==> config.mk <==
export PLATFORM = sky130hd
export DESIGN_NAME = node_accumulator_flat
export DESIGN_NICKNAME = d
export VERILOG_FILES = /design/src/rtl/node_accumulator_if.sv /design/src/rtl/node_accumulator.sv /design/src/flat_wrapper.sv
export SDC_FILE = /design/constraint.sdc
export NUM_CORES = 1
export LEC_CHECK = 0
export ABC_CLOCK_PERIOD_IN_PS = 4200
export BUFFER_PORTS_ARGS = -buffer_cell sky130_fd_sc_hd__buf_2
export CAP_MARGIN = 10
export CORE_UTILIZATION = 61
export CTS_CLUSTER_DIAMETER = 200
export DETAILED_ROUTE_END_ITERATION = 16
export GPL_TIMING_DRIVEN = 0
export PLACE_DENSITY = 0.82
export SLEW_MARGIN = 20
export SYNTH_ARGS = -nofsm -noshare
export SYNTH_HDL_FRONTEND = slang
export SYNTH_SLANG_ARGS = --single-unit
==> constraint.sdc <==
create_clock -name clk -period 4.2 [get_ports clk]
set_clock_uncertainty 0.1 [all_clocks]
set_input_delay 0.42 -clock clk [delete_from_list [all_inputs] [get_ports clk]]
set_output_delay 0.42 -clock clk [all_outputs]
set_load 0.1 [all_outputs]
==> src/rtl/node_accumulator_if.sv <==
`default_nettype none
//==============================================================================
// Module      : node_accumulator_if
// Description : Command, x/w stream and result handshake bundle for
//               node_accumulator.
// Revision    : 1.0 - initial release
//==============================================================================
interface node_accumulator_if #(
    parameter int CNT_W = 10
);
    logic             start;
    logic [CNT_W-1:0] n_inputs;
    logic [21:0]      bias;
    logic             x_valid;
    logic [7:0]       x_data;
    logic [7:0]       w_data;
    logic             x_ready;
    logic [21:0]      y;
    logic             y_valid;
    logic             y_ready;
    logic             busy;

    modport master (
        output start, n_inputs, bias, x_valid, x_data, w_data, y_ready,
        input  x_ready, y, y_valid, busy
    );

    modport slave (
        input  start, n_inputs, bias, x_valid, x_data, w_data, y_ready,
        output x_ready, y, y_valid, busy
    );
endinterface
`default_nettype wire

==> src/rtl/node_accumulator.sv <==
`default_nettype none
//==============================================================================
// Module      : node_accumulator
// Description : Neuron MAC - bias plus sum of unsigned x times signed w,
//               saturated to a 22-bit signed result with valid/ready output.
// Revision    : 1.0 - initial release
//==============================================================================
module node_accumulator #(
    parameter int CNT_W = 10
) (
    input  wire               clk,
    input  wire               rst,
    node_accumulator_if.slave bus
);
    typedef enum logic [1:0] {
        S_IDLE  = 2'd0,
        S_ACCUM = 2'd1,
        S_DONE  = 2'd2
    } state_t;

    localparam logic signed [31:0] c_pos_lim = 32'sd2097151;
    localparam logic signed [31:0] c_neg_lim = -32'sd2097152;

    state_t             r_state;
    state_t             w_next;
    logic signed [31:0] r_acc;
    logic signed [31:0] w_acc_next;
    logic [CNT_W-1:0]   r_count;
    logic [CNT_W-1:0]   w_count_next;
    logic [21:0]        r_y;
    logic [21:0]        w_sat;
    logic signed [16:0] w_xs;
    logic signed [16:0] w_ws;
    logic signed [16:0] w_prod;

    // x is unsigned, so it is zero-extended before the signed multiply.
    assign w_xs   = {9'd0, bus.x_data};
    assign w_ws   = {{9{bus.w_data[7]}}, bus.w_data};
    assign w_prod = w_xs * w_ws;

    always_comb begin
        w_next       = r_state;
        w_acc_next   = r_acc;
        w_count_next = r_count;
        case (r_state)
            S_IDLE: begin
                if (bus.start) begin
                    w_acc_next   = {{10{bus.bias[21]}}, bus.bias};
                    w_count_next = bus.n_inputs;
                    w_next       = (bus.n_inputs == '0) ? S_DONE : S_ACCUM;
                end
            end
            S_ACCUM: begin
                if (bus.x_valid) begin
                    w_acc_next   = r_acc + {{15{w_prod[16]}}, w_prod};
                    w_count_next = r_count - 1'b1;
                    if (r_count == CNT_W'(1)) begin
                        w_next = S_DONE;
                    end
                end
            end
            S_DONE: begin
                if (bus.y_ready) begin
                    w_next = S_IDLE;
                end
            end
            default: w_next = S_IDLE;
        endcase
    end

    // Saturate the value that is about to be committed, so y is ready on DONE entry.
    always_comb begin
        w_sat = w_acc_next[21:0];
        if (w_acc_next > c_pos_lim) begin
            w_sat = 22'h1FFFFF;
        end else if (w_acc_next < c_neg_lim) begin
            w_sat = 22'h200000;
        end
    end

    always_ff @(posedge clk or posedge rst) begin
        if (rst) begin
            r_state <= S_IDLE;
            r_acc   <= '0;
            r_count <= '0;
            r_y     <= '0;
        end else begin
            r_state <= w_next;
            r_acc   <= w_acc_next;
            r_count <= w_count_next;
            if ((w_next == S_DONE) && (r_state != S_DONE)) begin
                r_y <= w_sat;
            end
        end
    end

    assign bus.x_ready = (r_state == S_ACCUM);
    assign bus.y_valid = (r_state == S_DONE);
    assign bus.busy    = (r_state != S_IDLE);
    assign bus.y       = r_y;
endmodule
`default_nettype wire

==> src/flat_wrapper.sv <==
// flat-port wrapper written by rule: the top's interface ports become plain ports
module node_accumulator_flat 
#(
    parameter int CNT_W = 10
)
  (clk, rst, bus_start, bus_n_inputs, bus_bias, bus_x_valid, bus_x_data, bus_w_data, bus_y_ready, bus_x_ready, bus_y, bus_y_valid, bus_busy);
  node_accumulator_if #(.CNT_W(CNT_W)) bus_i ();
  input  wire clk;
  input  wire rst;
  input wire logic [$bits(bus_i.start)-1:0] bus_start;
  input wire logic [$bits(bus_i.n_inputs)-1:0] bus_n_inputs;
  input wire logic [$bits(bus_i.bias)-1:0] bus_bias;
  input wire logic [$bits(bus_i.x_valid)-1:0] bus_x_valid;
  input wire logic [$bits(bus_i.x_data)-1:0] bus_x_data;
  input wire logic [$bits(bus_i.w_data)-1:0] bus_w_data;
  input wire logic [$bits(bus_i.y_ready)-1:0] bus_y_ready;
  output wire logic [$bits(bus_i.x_ready)-1:0] bus_x_ready;
  output wire logic [$bits(bus_i.y)-1:0] bus_y;
  output wire logic [$bits(bus_i.y_valid)-1:0] bus_y_valid;
  output wire logic [$bits(bus_i.busy)-1:0] bus_busy;
  assign bus_i.start = bus_start;
  assign bus_i.n_inputs = bus_n_inputs;
  assign bus_i.bias = bus_bias;
  assign bus_i.x_valid = bus_x_valid;
  assign bus_i.x_data = bus_x_data;
  assign bus_i.w_data = bus_w_data;
  assign bus_i.y_ready = bus_y_ready;
  assign bus_x_ready = bus_i.x_ready;
  assign bus_y = bus_i.y;
  assign bus_y_valid = bus_i.y_valid;
  assign bus_busy = bus_i.busy;
  node_accumulator #(.CNT_W(CNT_W)) u_core (.clk(clk), .rst(rst), .bus(bus_i));
endmodule
Yosys cells after proc, flatten, opt, wreduce, memory -nomap -nowiden
Cells that the tools add are included.
W data, S select, Z words.
- bits in registers: 66
- bits of input ports: 53
- output and inout port bits: 25
- word-level logic and storage cells: 36
- $add $sub $neg: 2
- multiply operators: 1
- order comparisons: 2
- equality and inequality tests: 7
- multiplexer cells: 14
- reductions and logical operators: 6
- operators with widths (cell ; number):
    $mux W32 ; 2
    $pmux W32 S2 ; 1
    $mux W22 ; 2
    $add A32 B32 Y32 ; 1
    $gt A32 B22 Y1 const B ; 1
    $lt A32 B22 Y1 const B ; 1
    $mux W10 ; 2
    $pmux W10 S2 ; 1
    $mul A9 B8 Y17 ; 1
    $eq A10 B1 Y1 const B ; 1
    $logic_not A10 Y1 ; 1
    $mux W2 ; 5
    $sub A10 B1 Y10 const B ; 1
    $ne A2 B2 Y1 const B ; 3
    $pmux W2 S3 ; 1
    $eq A2 B2 Y1 const B ; 2
    $reduce_bool A2 Y1 ; 2
    $reduce_and A3 Y1 ; 1
    $eq A2 B1 Y1 const B ; 1
    $logic_not A2 Y1 ; 1
    $logic_and A1 B1 Y1 ; 1

Logic depth before layout (Yosys ltp)
Gate-level depths: netlist (run 1).
- depth in word-level cells: 7
- depth in mapped cells: 33
- depth with buffers taken out: 32

Worst setup path before layout (run 1)
OpenSTA, ideal clock, no wires.
- path type: input to register
- from: input bus_x_data[0]
- to: register u_core.r_y[0] (netlist: u_core.bus.y[0])
- library setup time: 0.131 ns
- data arrival time: 7.383 ns
- required time: 3.969 ns
- path slack: -3.414 ns
- stages: 29
- buffers on the path: 2
- cells stage by stage: nand2b_1 -> fa_1 -> fa_1 -> inv_1 -> fa_1 -> inv_1 -> fa_1 -> inv_1 -> ha_1 -> o21ai_0 -> nor2_1 -> or4_1 -> a311oi_2 -> a21oi_1 -> xnor2_2 -> ha_1 -> clkbuf_1 -> a21oi_1 -> o21a_1 -> o21ai_0 -> a31oi_1 -> o21ai_2 -> a211oi_2 -> xor2_1 -> o21ai_1 -> or3_1 -> o31ai_4 -> buf_6 -> o22ai_1
- longest elaborated chain between the ends: 7
- elaborated cells between the ends (all ways): 8
- classes of those cells: add/sub: 1; mul: 1; order compare: 2; mux: 4
- RTL lines (item ; line ; RTL):
    from (decl) ; flat_wrapper.sv:14 ; input wire logic [$bits(bus_i.x_data)-1:0] bus_x_data;
    $mul A9 B8 Y17 (*) ; node_accumulator.sv:39 ; assign w_prod = w_xs * w_ws;
    $add A32 B32 Y32 (*) ; node_accumulator.sv:55 ; w_acc_next = r_acc + {{15{w_prod[16]}}, w_prod};
    $mux W32 (*) ; node_accumulator.sv:54 ; if (bus.x_valid) begin
    $pmux W32 S2 (*) ; node_accumulator.sv:45 ; case (r_state)
    named net u_core.w_acc_next[27] ; node_accumulator.sv:27 ; logic signed [31:0] w_acc_next;
    $lt A32 B22 Y1 ; node_accumulator.sv:76 ; end else if (w_acc_next < c_neg_lim) begin
    $mux W22 ; node_accumulator.sv:76 ;
    $mux W22 (*) ; node_accumulator.sv:74 ; if (w_acc_next > c_pos_lim) begin
    to (signal assigned) ; node_accumulator.sv:92 ; r_y <= w_sat;
    to (decl) ; node_accumulator.sv:30 ; logic [21:0] r_y;
Mark *: on every way through the listed nets, which the timed path passes. The rest lies on a longest branch.
A chain may end at the register's enable or synchronous reset.

Worst setup path after layout (run 1)
- from: input bus_w_data[0]
- to: register u_core.r_y[14] (netlist: u_core.bus.y[14])
- longest elaborated chain between the ends: 7
- elaborated cells between the ends (all ways): 8
- classes of those cells: add/sub: 1; mul: 1; order compare: 2; mux: 4
- RTL lines (item ; line ; RTL):
    from (decl) ; flat_wrapper.sv:15 ; input wire logic [$bits(bus_i.w_data)-1:0] bus_w_data;
    $mul A9 B8 Y17 (*) ; node_accumulator.sv:39 ;
    $add A32 B32 Y32 (*) ; node_accumulator.sv:55 ;
    $mux W32 (*) ; node_accumulator.sv:54 ;
    $pmux W32 S2 (*) ; node_accumulator.sv:45 ;
    $lt A32 B22 Y1 ; node_accumulator.sv:76 ;
    $mux W22 ; node_accumulator.sv:76 ;
    $mux W22 (*) ; node_accumulator.sv:74 ;
Every way passes the cells marked *; elsewhere a longest branch is shown, timed or not.

==> results.toml, run 1 <==
[status]
status = "complete, but fails checks"
violations = "setup timing"

[yosys]
syn_nets = 1052
yosys.area_share.xor_xnor_pct = 4.828
synth_adder_area_share_pct = 24.19
muxShareOfSynthArea_pct = 0.5710
synth-compound-area-share_pct = 23.45
async_reset_ff_share_pct = 100.0
synthCells = 882
syn_avg_cell_area_sq_um = 8.198
synth_top_family_by_area = "adder cells"
ys_seq_elements = 66
synth_edf_count = 0
yosys.area_share.simple_pct = 17.84
ys_types = 63
synth-seq-area-share_pct = 22.84
synth_area_sq_um = 7231
synth-main-ff-cell = "dfrtp_1"
yosys_warnings = 0

[critical_path]
worstPathRequired_ps = 4290
regToRegEndpoint = "u_core.bus.y[14]"
critPathMaxStageDelay_ps = 530
worst_setup_path_start_kind = "primary input"
ff2ff_path_depth = 16
reg2reg_slack_ps = -200
r2r_start = "u_core.r_acc[0]"
critical_path_arrival_ps = 7610
worstPathMaxFanout = 10
critPathCaptureType = "register"
critPathKind = "in2reg"
crit_slowest_cell = "fa_1"

[timing]
post-route-period-util_pct = 179.1
setup_viol = 46
slew_viol_final = 0
setup_ws_ps = -3324
period_needed_ps = 7524
relSlewSlack_pct = 42.52
fmax_mhz = 132.9
rsz0062_at_grt = "true"
tightestPinTransition_ps = 856.4
final_hold_viol_count = 0

[min_path]
min_delay_path_depth = 2
holdPathEnd = "u_core.r_state[1]"
hold_start = "bus_y_ready"
min_path_type = "in2reg"

[place]
dp_cells = 1103
dpl_cell_area_sq_um = 8157
gp_congestion = 0.9148
dpl.hpwl_mm = 14.87
port_buffers = 77

[cts]
path_clk_slew_ps = 50
cts_tree = "yes"
cts_buffers = 9
cts_buffer_depth = 2
insertion_delay_ps = 330
cts_sinks = 66
cts-root-buf = "clkbuf_16"
htreeDepth = 3

[floorplan]
die_area_sq_um = 12290
initial_utilization_pct = 63.06
die_h_um = 110.9
row_count = 39
die_w_um = 110.9
ios = 78
coreArea_sq_um = 11470

[detailed_routing]
drc = 0
wirelength_mm = 27.16
viasPerCell = 6.813
wire_per_inst_um = 22.82
drt_iter0_markers = 861
drt_pass1_iterations = 7
vias = 8107
postRouteAntennaNets = 0

[final_layout]
diodes = 0
fin_area_sq_um = 10150
fillers = 532
fin_nets = 1214
final_layout_size_suffix_gt1_share_pct = 35.15
register_area_sq_um = 1652
syn2layout_area_growth_pct = 40.37
fin_cells = 1190
multi_input_area_sq_um = 6314

[global_route]
grt_antenna_before_repair = 1
grt_pass1_wl_mm = 36.98
grt_overflow = 0
grt_pass1_vias = 7691
grt_max_degree = 51
grt_usage_pct = 37.26

[flow_run]
max_cap_viol_count = 0
cells in the final DEF (no fill, tap or decap), types with 15 or more instances in the layout:
cell type / synthesis / final
nor2_1: 81 / 73
dfrtp_1: 66 / 66
inv_1: 78 / 64
nand2_1: 78 / 64
buf_2: 6 / 61
ha_1: 79 / 54
buf_4: 0 / 51
buf_6: 2 / 45
a21oi_1: 73 / 45
o21ai_0: 64 / 38
and2_1: 42 / 37
fa_1: 38 / 37
ha_4: 0 / 23
o21ai_2: 1 / 21
a22oi_1: 19 / 18
clkbuf_1: 24 / 17
a21oi_2: 1 / 16
a21o_1: 15 / 15
routing by layer:
metal / up-vias / routed length, um / GRT usage [%]
li1: 3429 / - / -
met1: 3816 / 9388 / 44.27
met2: 633 / 12840 / 63.85
met3: 229 / 2718 / 4.593
met4: 0 / 2208 / 23.82
met5: - / 0 / 0
through the flow:
step | TNS (ps) | worst slack [ps] | hold slack (ps) | util (%)
after floorplan | -99480 | -2892 | 348.5 | -
after global placement | -138860 | -3820 | 369.7 | 70.87
after detailed placement | -140620 | -3887 | 269.6 | 71.13
after CTS | -98640 | -2767 | 195.6 | 82.65
after global routing | -125060 | -3550 | 218.1 | 88.51
final | -114630 | -3324 | 214.0 | 88.51
final cells by class:
class	count	share of cell area (%)
Buffer	31	1.874
Timing Repair Buffer	157	12.24
Tap cell	143	1.763
Clock inverter	4	0.4438
Sequential cell	66	16.27
Inverter	78	2.946
Clock buffer	10	2.256
Multi-Input combinational cell	701	62.20
repair_timing:
item | 4_1_cts | 5_1_grt
pin swaps | 95 | 69
gates cloned | 3 | 1
setup endpoints to repair | 48 | 49
gates resized for setup | 145 | 110
buffers inserted | 51 | 24
hold buffers | 1 | 0
endpoints found under the hold margin | 16 | 0
registers in the layout, summed over array words and instances, names as in the netlist:
signal and flops:
u_core.r_count 10, u_core.r_acc 32, u_core.bus.y 22, u_core.r_state 2
worst max path at each step:
stage,startpoint,to
finish,bus_w_data[0],u_core.bus.y[14]
global route,bus_w_data[1],u_core.bus.y[16]
CTS,bus_x_data[0],u_core.bus.y[1]
detailed placement,bus_w_data[7],u_core.bus.y[1]
global placement,bus_w_data[7],u_core.bus.y[18]
floorplan,bus_w_data[7],u_core.bus.y[10]
worst max-delay path: cells and delay by family:
kind | cells | cell delay (ps)
adder cells (fa/ha/maj) | 6 | 2190
AND/OR/NAND/NOR | 6 | 950
XOR/XNOR | 2 | 340
AO/OA/AOI/OAI | 13 | 2850
buffers and inverters | 8 | 860
Yosys cell counts (3+ instances only):
library cell  instances  area share [%]
nand2_1              78             4.0
buf_1                 5            0.26
or3_1                 6            0.52
a21oi_1              73             5.1
fa_1                 38              11
nor3_1                7            0.48
a211oi_1             11             1.1
o22ai_1              23             2.0
o21bai_1              6            0.62
o31ai_1               4            0.42
a21o_1               15             1.6
and3_1                3            0.26
a31oi_1               5            0.43
o21ai_0              64             4.4
dfrtp_1              66              23
ha_1                 79              14
mux2i_1               3            0.42
o21a_1                3            0.31
o211ai_1              6            0.62
a211o_1               3            0.36
nor2_1               81             4.2
nand4_1               9            0.78
a22oi_1              19             2.0
clkbuf_1             24             1.2
nand3_1              14            0.97
inv_1                78             4.0
nand2b_1              5            0.43
o21ai_1              11            0.76
a221oi_1              3            0.36
xnor2_1              19             2.3
xor2_1               19             2.3
nor4_1                6            0.52
nor2b_1               7            0.61
or2_2                 4            0.35
buf_2                 6            0.42
and2_1               42             3.6
cell families (layout without fill, tap and decap cells):
logic type / Yosys count / in the layout
fa+ha+maj: 117 / 117
buf+inv: 115 / 280
simple gates: 271 / 271
flops: 66 / 66
xor+xnor: 39 / 39
mux: 4 / 4
compound gates: 270 / 270
Power of run 1 is not shown: default switching activity piles up to over one toggle a cycle in this logic, so the estimate is an artifact.
==> inputs of run 2 (changes only) <==
--- a/config.mk
+++ b/config.mk
@@ -8,11 +8,11 @@
 export ABC_CLOCK_PERIOD_IN_PS = 4200
 export BUFFER_PORTS_ARGS = -buffer_cell sky130_fd_sc_hd__buf_2
 export CAP_MARGIN = 10
-export CORE_UTILIZATION = 61
+export CORE_UTILIZATION = 50
 export CTS_CLUSTER_DIAMETER = 200
 export DETAILED_ROUTE_END_ITERATION = 16
 export GPL_TIMING_DRIVEN = 0
-export PLACE_DENSITY = 0.82
+export PLACE_DENSITY = 0.7
 export SLEW_MARGIN = 20
 export SYNTH_ARGS = -nofsm -noshare
 export SYNTH_HDL_FRONTEND = slang
==> run 2 against run 1 <==
  * The run still ends with setup timing left
  * Die area up 22%
  * Sequential cell count unchanged
  * Fmax up 5.1%
  * Highest routed layer unchanged
  * Global-route usage down 7.7 points
  * Critical endpoint is now u_core.bus.y[0]
  * Cell count up 3.6%
  * Hold slack worse by 43 ps
  * Wire length down 18%
  * Via count down 11%
==> results.toml, run 2 (synthesis results as in run 1) <==
[status]
status = "complete, but fails checks"
violations = "setup timing"

[place]
gp_congestion = 0.9061
port_buffers = 77
dpl.hpwl_mm = 15.22

[timing]
fmax_mhz = 139.7
tightestPinTransition_ps = 899.0
relSlewSlack_pct = 39.66
rsz0062_at_grt = "true"
slew_viol_final = 0
period_needed_ps = 7157
setup_viol = 46
final.setup.tns_ps = -104030
post-route-period-util_pct = 170.4
final_hold_viol_count = 0
setup_ws_ps = -2957

[cts]
insertion_delay_ps = 340
cts-root-buf = "clkbuf_16"
htreeDepth = 3
cts_tree = "yes"
cts_buffers = 9
path_clk_slew_ps = 50
cts_sinks = 66
cts_buffer_depth = 2

[critical_path]
critPathKind = "in2reg"
critPathCaptureType = "register"
ff2ff_path_depth = 15
crit_start = "bus_w_data[7]"
crit_cells = 32
crit_slowest_cell = "fa_1"
worstPathRequired_ps = 4310
worstPathBufferInverterCount = 9
worst_setup_path_start_kind = "primary input"
critical_path_arrival_ps = 7260
r2r_start = "u_core.r_acc[11]"
critical-path-top-delay-family = "adder cells"
worstPathMaxFanout = 6
cpMostUsedCell = "fa_1"
critPathMaxStageDelay_ps = 540

[global_route]
grt_antenna_before_repair = 0
grt_max_degree = 58
grt_pass1_wl_mm = 34.57
grt_pass1_vias = 6897
grt_overflow = 0
grt_usage_pct = 29.52

[final_layout]
diodes = 0
final_layout_size_suffix_gt1_share_pct = 36.66
final_common_cell = "nor2_1"
largest-register = "u_core.r_acc"
utilization_pct = 73.48
syn2layout_area_growth_pct = 42.15
fin_nets = 1218
largest_reg_flops = 32
final_cell_mix = "nor2_1, nand2_1, buf_4, dfrtp_1, inv_1"
fillers = 1024

[min_path]
min_delay_path_depth = 2
hold_start = "bus_y_ready"
min_path_type = "in2reg"

[detailed_routing]
wirelength_mm = 22.35
wire_per_inst_um = 18.13
viasPerCell = 5.879
postRouteAntennaNets = 0
vias = 7249
drt_pass1_iterations = 4
drt_iter0_markers = 464
drc = 0

[floorplan]
initial_utilization_pct = 51.69
die_area_sq_um = 14950
die_w_um = 122.3
row_count = 43
ios = 78
coreArea_sq_um = 13990
die_h_um = 122.3

[flow_run]
max_cap_viol_count = 0
-- run 2: layout make-up --
cell class | instances | area (sq um) | area share (%)
Sequential cell | 66 | 1652 | 16.07
Clock inverter | 4 | 50.05 | 0.4869
Multi-Input combinational cell | 701 | 6317 | 61.46
Clock buffer | 12 | 256.5 | 2.495
Timing Repair Buffer | 161 | 1271 | 12.37
Buffer | 31 | 207.7 | 2.021
Inverter | 78 | 299.0 | 2.909
Tap cell | 180 | 225.2 | 2.191
-- run 2: final timing paths --
kind	end	slack [ps]
min in group asynchronous	u_core.bus.y[2]	440
worst max-delay path	u_core.bus.y[0]	-2960
worst max register to register	u_core.bus.y[0]	390
worst min-delay path	u_core.r_state[1]	170
worst min register to register	u_core.r_count[9]	380
max in group asynchronous	u_core.r_acc[24]	3050
-- run 2: metal layers --
layer,share of wire (%),GRT usage [%]
met1,43,40.01
met2,49,49.68
met3,5.7,3.810
met4,1.6,7.393
met5,0,0
-- run 2: worst reg2reg max path, stage by stage (launching register included) --
cell and delay, ps:
dfrtp_1 410, ha_1 330, buf_6 150, and4_4 190, a21o_1 170, a31o_1 210
a211oi_4 320, o21ai_4 130, a211oi_2 270, xor2_1 290, o21ai_2 90, or3_4 360
o31ai_4 240, buf_6 200, buf_8 150, o22ai_2 90
-- run 2: timing repair --
item	4_1_cts	5_1_grt
hold endpoints to repair	9	0
gates cloned	2	2
pin swaps	85	73
endpoints found under the setup margin	48	48
gates resized for setup	137	105
setup buffers	48	31
hold buffers	1	0
-- run 2: metrics by stage --
step | hold WS (ps) | cell area (sq um) | worst slack (ps) | cells
finish | 171.5 | 10280 | -2957 | 1233
global route | 172.6 | 10280 | -3207 | 1233
CTS | 173.9 | 9548 | -2834 | 1204
detailed placement | 236.5 | 8203 | -4005 | 1140
global placement | 372.9 | 8173 | -4041 | 1139
floorplan | 348.5 | 7562 | -2892 | 882
Power of run 2 is left out for the same reason.
==> inputs of run 3 (changes only) <==
--- a/config.mk
+++ b/config.mk
@@ -12,6 +12,7 @@
 export CTS_CLUSTER_DIAMETER = 200
 export DETAILED_ROUTE_END_ITERATION = 16
 export GPL_TIMING_DRIVEN = 0
+export MAX_ROUTING_LAYER = met4
 export PLACE_DENSITY = 0.7
 export SLEW_MARGIN = 20
 export SYNTH_ARGS = -nofsm -noshare
==> run 3 against run 2 <==
  * The run still ends with setup timing left
  * Register-to-register slack better by 20 ps
  * Non-clock buffer count is 7 lower
  * Largest cell class unchanged
  * Count of clock-buffer cells in the layout is 3 lower
  * Wire length is 1.6% higher
==> results.toml, run 3 (synthesis results as in run 1) <==
[final_layout]
final_common_cell = "nor2_1"
fin_cells = 1226
final_cell_mix = "nor2_1, nand2_1, dfrtp_1, buf_4, buf_2"
largest_reg_flops = 32
final_layout_size_suffix_gt1_share_pct = 34.70
fin_area_sq_um = 10080
fin_nets = 1211
diodes = 0
syn2layout_area_growth_pct = 39.42
largest-register = "u_core.r_acc"

[status]
violations = "setup timing"
status = "complete, but fails checks"

[detailed_routing]
drc = 0
wirelength_mm = 22.70
drt_iter0_markers = 477
postRouteAntennaNets = 0
drt_pass1_iterations = 5
wire_per_inst_um = 18.51
vias = 7222
viasPerCell = 5.891

[critical_path]
worst_setup_path_start_kind = "primary input"
ff2ff_path_depth = 18
crit_slowest_cell = "fa_1"
cpMostUsedCell = "fa_1"
worstPathMaxFanout = 8
critPathKind = "in2reg"
critPathCaptureType = "register"
regToRegEndpoint = "u_core.bus.y[0]"
critical_path_arrival_ps = 7260
critPathMaxStageDelay_ps = 530
reg2reg_slack_ps = 410
r2r_start = "u_core.r_acc[0]"
worstPathRequired_ps = 4310

[cts]
path_clk_slew_ps = 60
cts-root-buf = "clkbuf_16"
cts_buffer_depth = 2
cts_buffers = 9
cts_tree = "yes"
htreeDepth = 3
cts_sinks = 66
insertion_delay_ps = 340

[timing]
final.setup.tns_ps = -103440
setup_viol = 47
setup_ws_ps = -2952
fmax_mhz = 139.8
final_hold_viol_count = 0
relSlewSlack_pct = 42.45
period_needed_ps = 7152
rsz0062_at_grt = "true"
slew_viol_final = 0
post-route-period-util_pct = 170.3
tightestPinTransition_ps = 857.5

[floorplan]
ios = 78
die_w_um = 122.3
coreArea_sq_um = 13990
die_area_sq_um = 14950
initial_utilization_pct = 51.69
die_h_um = 122.3
row_count = 43

[global_route]
grt_antenna_before_repair = 0
grt_max_degree = 42
grt_pass1_wl_mm = 35.07
grt_usage_pct = 30.72
grt_overflow = 0
grt_pass1_vias = 6984

[place]
dpl_cell_area_sq_um = 8195
port_buffers = 77
dp_cells = 1140
dpl.hpwl_mm = 15.10
place_ws_ps = -4081
gp_congestion = 0.9197

[min_path]
hold_start = "bus_y_ready"
holdPathEnd = "u_core.r_state[1]"
min_delay_path_depth = 2
min_path_type = "in2reg"

[flow_run]
max_cap_viol_count = 0
-- run 3: repair_timing --
action | CTS | global route
pin swaps | 72 | 60
hold endpoints to repair | 25 | 0
endpoints found under the setup margin | 48 | 48
gates cloned | 2 | 0
hold buffers | 1 | 0
gates resized for setup | 118 | 100
buffers inserted | 44 | 34
-- run 3: worst max-delay path by stage --
stage / start / to / slack (ps) / cells past startpoint
4_1_cts: bus_w_data[7] / u_core.bus.y[19] / -2960 / 33
3_3_place_gp: bus_w_data[7] / u_core.bus.y[4] / -4080 / 30
6_report: bus_x_data[0] / u_core.bus.y[0] / -2950 / 31
5_1_grt: bus_x_data[0] / u_core.bus.y[20] / -3180 / 34
3_5_place_dp: bus_w_data[7] / u_core.bus.y[4] / -4080 / 30
2_1_floorplan: bus_w_data[7] / u_core.bus.y[10] / -2890 / 29
-- run 3: worst max-delay path: cells and delay by family --
| family | cells | cell delay, ps |
|---|---|---|
| compound gates | 10 | 1790 |
| xor+xnor | 2 | 570 |
| fa+ha+maj | 6 | 2510 |
| buf+inv | 9 | 960 |
| simple gates | 4 | 1010 |
-- run 3: metal layers --
layer	wire [um]	vias to the layer above	track usage (%)
met2	10870	248	48.42
li1	-	3431	-
met5	0	-	-
met4	733	0	9.299
met3	1162	71	3.206
met1	9937	3472	41.70
-- run 3: area by class of cell --
cell class	instances	area [sq um]
fillers	1046	3908
repair buffers	155	1177
flip-flops and latches	66	1652
inverters	78	299.0
well taps	180	225.2
plain buffers	30	182.7
clock inverters	7	117.6
multi-input cells	701	6202
clock buffers	9	225.2
-- run 3: metrics by stage --
stage	hold slack, ps	utilization, %
finish	169.6	72.07
detailed placement	321.0	58.59
global route	177.7	72.07
CTS	170.5	67.47
global placement	371.8	58.43
floorplan	348.5	-
Power of run 3 is left out for the same reason.
